===== src/rtl/crypt_pkg.sv =====
// Shared types and constants for the decryption scheduler slice.
// Latency: none (declarations only).
// Backpressure: not applicable.
package crypt_pkg;

    typedef enum logic [1:0] {
        IDLE = 2'd0,
        LOAD = 2'd1,
        RUN  = 2'd2,
        RESP = 2'd3
    } state_t;

    localparam int BLK_BYTES    = 16;
    localparam int DEC_KEY_W    = 6;
    localparam int DEC_CORE_LAT = 14;

    // Byte idx (a0..d3 on the input side, w0..w15 on the output side) lives at [idx*8 +: 8].
    function automatic int byte_lsb(input int idx);
        return idx * 8;
    endfunction

endpackage


===== src/rtl/crypt_dec_sched_if.sv =====
// Requester-side and response-side handshake bundle for crypt_dec_sched.
// Latency: none (wires only).
// Backpressure: req_ready / rsp_ready carry the valid-ready handshakes.
interface crypt_dec_sched_if #(
    parameter int DATA_W = 128,
    parameter int KEY_W  = 6
);
    logic [1:0]          req_valid;
    logic [1:0]          req_ready;
    logic [2*DATA_W-1:0] req_data;
    logic [2*KEY_W-1:0]  req_key;
    logic                rsp_valid;
    logic                rsp_ready;
    logic [DATA_W-1:0]   rsp_data;
    logic                rsp_id;

    // Requesters plus the consumer of results.
    modport master (
        output req_valid, req_data, req_key, rsp_ready,
        input  req_ready, rsp_valid, rsp_data, rsp_id
    );

    // The scheduler itself.
    modport slave (
        input  req_valid, req_data, req_key, rsp_ready,
        output req_ready, rsp_valid, rsp_data, rsp_id
    );
endinterface


===== src/rtl/crypt_rr_arb2.sv =====
// Two-way round-robin arbiter: grant the pointed requester if valid, else the other one.
// Latency: purely combinational.
// Backpressure: none; next_ptr names the loser so the caller can alternate.
module crypt_rr_arb2 (
    input  logic [1:0] req,
    input  logic       ptr,
    output logic [1:0] grant,
    output logic       next_ptr
);

    // Priority goes to req[ptr]; the pointer moves to whoever did not win.
    always_comb begin
        grant    = 2'b00;
        next_ptr = ptr;
        if (req[ptr]) begin
            grant[ptr] = 1'b1;
            next_ptr   = ~ptr;
        end else if (req[~ptr]) begin
            grant[~ptr] = 1'b1;
            next_ptr    = ptr;
        end
    end

endmodule


===== src/rtl/crypt_dec_sched.sv =====
// Round-robin scheduler that loads, resets and runs the pipelined decryption core per block.
// Latency: accept cycle + LOAD + CORE_LAT RUN cycles, result valid in the 16th cycle after accept.
// Backpressure: one block in flight; req_ready stays low until the response handshakes.
// Optional block counter enabled by CRYPT_DEC_SCHED_PERF_EN.
module crypt_dec_sched
    import crypt_pkg::*;
#(
    parameter int DATA_W   = 128,
    parameter int KEY_W    = DEC_KEY_W,
    parameter int CORE_LAT = DEC_CORE_LAT,
    parameter int CNT_W    = 16
) (
    input  logic                clk,
    input  logic                reset,
    crypt_dec_sched_if.slave    bus,
    output logic [DATA_W-1:0]   core_data,
    output logic [KEY_W-1:0]    core_key,
    output logic                core_en,
    output logic                core_rst,
    input  logic [DATA_W-1:0]   core_res,
    output logic                busy,
    output logic [CNT_W-1:0]    blk_count
);

    localparam int CW = $clog2(CORE_LAT) + 1;

    state_t            state;
    logic              rr_ptr;
    logic              next_ptr;
    logic [1:0]        grant;
    logic              xfer;
    logic [CW-1:0]     cnt;
    logic              rsp_valid_q;
    logic [DATA_W-1:0] rsp_data_q;
    logic              rsp_id_q;
    logic [DATA_W-1:0] sel_data;
    logic [KEY_W-1:0]  sel_key;

    crypt_rr_arb2 u_arb (
        .req      (bus.req_valid),
        .ptr      (rr_ptr),
        .grant    (grant),
        .next_ptr (next_ptr)
    );

    // Only the winner sees ready, and only while idle and out of reset.
    assign bus.req_ready = (state == IDLE && !reset) ? grant : 2'b00;
    assign xfer          = |(bus.req_valid & bus.req_ready);
    assign sel_data      = grant[1] ? bus.req_data[2*DATA_W-1:DATA_W] : bus.req_data[DATA_W-1:0];
    assign sel_key       = grant[1] ? bus.req_key[2*KEY_W-1:KEY_W]    : bus.req_key[KEY_W-1:0];

    assign bus.rsp_valid = rsp_valid_q;
    assign bus.rsp_data  = rsp_data_q;
    assign bus.rsp_id    = rsp_id_q;
    assign busy          = (state != IDLE);

    // Block sequencing: accept, pulse core reset, run the core CORE_LAT cycles, hold the result.
    always_ff @(posedge clk) begin
        if (reset) begin
            state       <= IDLE;
            rr_ptr      <= 1'b0;
            cnt         <= '0;
            core_data   <= '0;
            core_key    <= '0;
            core_en     <= 1'b0;
            core_rst    <= 1'b0;
            rsp_valid_q <= 1'b0;
            rsp_data_q  <= '0;
            rsp_id_q    <= 1'b0;
        end else begin
            case (state)
                IDLE: begin
                    if (xfer) begin
                        core_data <= sel_data;
                        core_key  <= sel_key;
                        rsp_id_q  <= grant[1];
                        rr_ptr    <= next_ptr;
                        core_rst  <= 1'b1;
                        state     <= LOAD;
                    end
                end
                LOAD: begin
                    core_rst <= 1'b0;
                    core_en  <= 1'b1;
                    cnt      <= '0;
                    state    <= RUN;
                end
                RUN: begin
                    cnt <= cnt + 1'b1;
                    if (cnt == CW'(CORE_LAT - 1)) begin
                        core_en     <= 1'b0;
                        rsp_data_q  <= core_res;
                        rsp_valid_q <= 1'b1;
                        state       <= RESP;
                    end
                end
                RESP: begin
                    if (bus.rsp_ready) begin
                        rsp_valid_q <= 1'b0;
                        state       <= IDLE;
                    end
                end
                default: state <= IDLE;
            endcase
        end
    end

`ifdef CRYPT_DEC_SCHED_PERF_EN
    // Completed-block counter, saturating; only reset clears it.
    always_ff @(posedge clk) begin
        if (reset) begin
            blk_count <= '0;
        end else if (rsp_valid_q && bus.rsp_ready && blk_count != {CNT_W{1'b1}}) begin
            blk_count <= blk_count + 1'b1;
        end
    end
`else
    assign blk_count = '0;
`endif

endmodule

===== src/flat_wrapper.sv =====
// flat-port wrapper written by rule: the top's interface ports become plain ports
module crypt_dec_sched_flat import crypt_pkg::*;
#(
    parameter int DATA_W   = 128,
    parameter int KEY_W    = DEC_KEY_W,
    parameter int CORE_LAT = DEC_CORE_LAT,
    parameter int CNT_W    = 16
)
  (clk, reset, core_data, core_key, core_en, core_rst, core_res, busy, blk_count, bus_req_valid, bus_req_data, bus_req_key, bus_rsp_ready, bus_req_ready, bus_rsp_valid, bus_rsp_data, bus_rsp_id);
  crypt_dec_sched_if #(.DATA_W(DATA_W), .KEY_W(KEY_W)) bus_i ();
  input  logic clk;
  input  logic reset;
  output logic [DATA_W-1:0] core_data;
  output logic [KEY_W-1:0] core_key;
  output logic core_en;
  output logic core_rst;
  input  logic [DATA_W-1:0] core_res;
  output logic busy;
  output logic [CNT_W-1:0] blk_count;
  input wire logic [$bits(bus_i.req_valid)-1:0] bus_req_valid;
  input wire logic [$bits(bus_i.req_data)-1:0] bus_req_data;
  input wire logic [$bits(bus_i.req_key)-1:0] bus_req_key;
  input wire logic [$bits(bus_i.rsp_ready)-1:0] bus_rsp_ready;
  output wire logic [$bits(bus_i.req_ready)-1:0] bus_req_ready;
  output wire logic [$bits(bus_i.rsp_valid)-1:0] bus_rsp_valid;
  output wire logic [$bits(bus_i.rsp_data)-1:0] bus_rsp_data;
  output wire logic [$bits(bus_i.rsp_id)-1:0] bus_rsp_id;
  assign bus_i.req_valid = bus_req_valid;
  assign bus_i.req_data = bus_req_data;
  assign bus_i.req_key = bus_req_key;
  assign bus_i.rsp_ready = bus_rsp_ready;
  assign bus_req_ready = bus_i.req_ready;
  assign bus_rsp_valid = bus_i.rsp_valid;
  assign bus_rsp_data = bus_i.rsp_data;
  assign bus_rsp_id = bus_i.rsp_id;
  crypt_dec_sched #(.DATA_W(DATA_W), .KEY_W(KEY_W), .CORE_LAT(CORE_LAT), .CNT_W(CNT_W)) u_core (.clk(clk), .reset(reset), .bus(bus_i), .core_data(core_data), .core_key(core_key), .core_en(core_en), .core_rst(core_rst), .core_res(core_res), .busy(busy), .blk_count(blk_count));
endmodule

===== config.mk =====
export PLATFORM = sky130hd
export DESIGN_NAME = crypt_dec_sched_flat
export DESIGN_NICKNAME = d
export VERILOG_FILES = /design/src/rtl/crypt_pkg.sv /design/src/rtl/crypt_dec_sched_if.sv /design/src/rtl/crypt_rr_arb2.sv /design/src/rtl/crypt_dec_sched.sv /design/src/flat_wrapper.sv
export SDC_FILE = /design/constraint.sdc
export NUM_CORES = 1
export LEC_CHECK = 0
export CAP_MARGIN = 20
export CORE_AREA = 2 2 267 269
export DETAILED_ROUTE_END_ITERATION = 10
export DIE_AREA = 0 0 269 271
export PLACE_DENSITY = 0.38
export SETUP_SLACK_MARGIN = 0.2
export SLEW_MARGIN = 20
export SYNTH_ARGS = -nofsm -noshare
export SYNTH_HDL_FRONTEND = slang
export SYNTH_SLANG_ARGS = --single-unit

===== constraint.sdc =====
create_clock -name clk -period 2.03 [get_ports clk]
set_input_delay 0.3045 -clock clk [delete_from_list [all_inputs] [get_ports clk]]
set_output_delay 0.3045 -clock clk [all_outputs]
set_load 0.02 [all_outputs]

==> out/results.ini <==
[timing]
worst_slack_ns=0.2179
grt_setup_unrepaired=yes
fmax_ghz=0.5518
finalSetupViolCount=0
fin_skew_ns=0.009775
max_slew_margin_pct=32.78
tightest_slew_ns=1.008
drv_slew=0
period_minus_slack_ns=1.812
finalHoldViolations=0
min_period_over_period_pct=89.27

[place]
dp_slack_ns=-0.1675
numPortBuffers=669
place_congestion=0.7885
hpwl_um=38640
dpl_cell_area_um2=19190

[synthesis]
synth_top_area_share_pct=49.01
yosys-top-cells-area=dfxtp_1 49%, mux2i_1 12%, nand2_1 8.7%, a211oi_1 6.6%, a21oi_1 5.9%
ys_ff_latch=274
yosysTopAreaCell=dfxtp_1
synth_warnings=0
syn-cell-area_um2=11190
synthCells=1243
synth-seq-area-share_pct=49.01
synth_cell_type_count=34
syn_avg_cell_area_um2=9.004

[layout]
final_nets=2334
utilization_pct=29.36
drive_above_1_share_pct=10.03
fin_area_um2=20490
layout-area-overhead-vs-synth_pct=83.09

[worst_setup_path]
worstPathArrival_ns=1.51
r2r_cells=9
cp.depth=5
crit_path_cell_trace=inv_2 -> ha_4 -> nand2b_4 -> a211oi_4 -> buf_6
max_stage_delay_ns=0.32
cp_slowest_cell=dfxtp_2
cp_num_buf_inv=2
crit_family=flip-flops
crit_type=register to primary output
startpoint_type=register
critPathCaptureType=primary output
required_ns=1.73
crit_path_max_fanout=2

[global_routing]
grt_use_total_pct=13.52
grt_max_degree=139
grt_pass1_wl_um=73860
grt_pass1_vias=11278
grt_overflow=0
grt_antenna_before_repair=4

[floorplanning]
die_w_um=269
placementRows=97
dieHeight_um=271
ios=686
initial_core_util_pct=16.04
coreArea_um2=69790
dieArea_um2=72900

[power_and_ir_drop]
power_mw=18.85
p_int_mw=12.74
switching_power_mw=6.111
pwr-share-clk_pct=35.1
swShare_pct=32.42
irDropWorstVdd_v=0.0004351
pwr-share-comb_pct=31.1
leakage_nw=9.089
powerDensity_nw_per_um2=920.0
p_seq_share_pct=33.8

[route]
drc=0
wl_per_cell_um=18.16
viasPerCell=3.855
drt_wl_total_um=52620
drtIter0Drc=375
firstDrtPassIters=4
vias=11171
final_antenna_net_count=0

[worst_hold_path]
hold_path_class=input pin to register
hold_depth=3

[clock_tree]
hold_buffers=0
cts_buffers=39
htree_levels=2
path_clk_slew_ns=0.05
cts_root_buf=clkbuf_16
cts_sinks=274
cts_tree=yes
cts.path.max_buffers=3
insertion_delay_ns=0.53

[outcome]
status=completed

[flow_run]
cap_violations=0

[routing by layer]
metal	track usage (%)	up-vias	share of wire, %
li1	-	5619	-
met3	4.742	55	8.4
met4	3.977	2	1.9
met2	24.88	373	53
met1	14.31	5122	37
met5	0	-	0.013
[timing repair]
| action | CTS | global route |
|---|---|---|
| setup endpoints to repair | 291 | 178 |
| resized for setup | 255 | 41 |
| setup buffers | 0 | 5 |
| pin swaps | 3 | 0 |
| cloned | 0 | 6 |
[synthesized netlist by cell type]
library cell and number:
dfxtp_1 274, nand2_1 259, nor2_1 144, mux2i_1 134, a21oi_1 131, a211oi_1 98, clkbuf_1 43, buf_2 40
a211oi_2 38, buf_4 26, inv_1 8, ha_1 7, buf_1 5, buf_8 5, nand2b_1 4, nand4_1 3
xor2_1 3, and3_1 2, nor2b_1 2, o21ai_1 2, o31ai_1 2, a2111oi_0 1, a21o_1 1, a22oi_1 1
a311oi_1 1, a31oi_1 1, and2_1 1, and4b_1 1, conb_1 1, nand3b_1 1, nor2_4 1, nor3_1 1
o22a_1 1, o22ai_1 1
[layout make-up]
type / count / area, µm²
multi-input combinational: 858 / 5160
clock buffer: 57 / 1124
inverter: 8 / 30.03
antenna: 3 / 7.507
tap: 940 / 1176
timing repair buffer: 745 / 7407
sequential: 274 / 5489
clock inverter: 13 / 97.59
fill: 7413 / 49290
[worst paths after layout]
kind                           start                      end  slack (ns)
min                            reset  u_core.bus.rsp_data[75]         0.1
min reg2reg  u_core.bus.rsp_data[76]  u_core.bus.rsp_data[76]        0.45
max                  u_core.state[1]         bus_req_ready[0]        0.22
max reg2reg          u_core.state[1]     u_core.core_data[49]        0.26
[layout by cell type, fill, tap and decap left out, types with 4 or more instances in the layout]
cell type        count
a211oi_1            97
a211oi_2            38
a21oi_1            131
buf_12              13
buf_16               4
buf_4               48
buf_6                8
clkbuf_1            10
clkbuf_16           44
clkbuf_8             8
clkdlybuf4s50_1    416
clkinv_2            10
conb_1              16
dfxtp_1            271
dlygate4sd2_1      226
dlymetal6s2s_1      23
ha_1                 5
inv_1                5
mux2i_1            133
nand2_1            258
nor2_1             143
[state kept, by name (all words and copies together), names as in the netlist]
signal,flops
u_core.bus.rsp_valid,1
u_core.core_en,1
u_core.state,2
u_core.bus.rsp_data,128
u_core.core_key,6
u_core.rr_ptr,1
u_core.cnt,5
u_core.core_rst,1
u_core.core_data,128
u_core.bus.rsp_id,1
[stage by stage]
stage	cells	TNS, ns	hold WS (ns)
6_report	2898	0	0.09912
2_1_floorplan	1258	0	0.4197
4_1_cts	2884	0	0.04401
3_5_place_dp	2814	-0.4654	0.4456
3_3_place_gp	2814	-1.224	0.4414
5_1_grt	2898	0	0.07040
[tightest hold or removal path, cell delays in order]
cell and delay [ns]:
buf_8 0.09, buf_4 0.14, a21oi_1 0.04
[logic make-up (layout without fill, tap and decap cells)]
family	count (synthesis)	count (layout)	synth area share, %
other cells	1	19	0.03351
buf+inv	127	823	6.082
mux	134	134	11.98
flops	274	274	49.01
compound gates	278	278	17.38
xor+xnor	3	3	0.2348
fa+ha+maj	7	7	0.7825
simple gates	419	420	14.49
[power groups by stage]
stage | registers [mW] | clock network [mW] | logic, mW
6_report | 6.37 | 6.61 | 5.87
5_1_grt | 6.45 | 7.15 | 6.35
4_1_cts | 6.38 | 6.96 | 5.79
3_5_place_dp | 6.49 | 0 | 6.07
3_3_place_gp | 6.48 | 0 | 6.07
2_1_floorplan | 7.19 | 0 | 2.26
No activity file was read; power rests on OpenSTA's default activity.
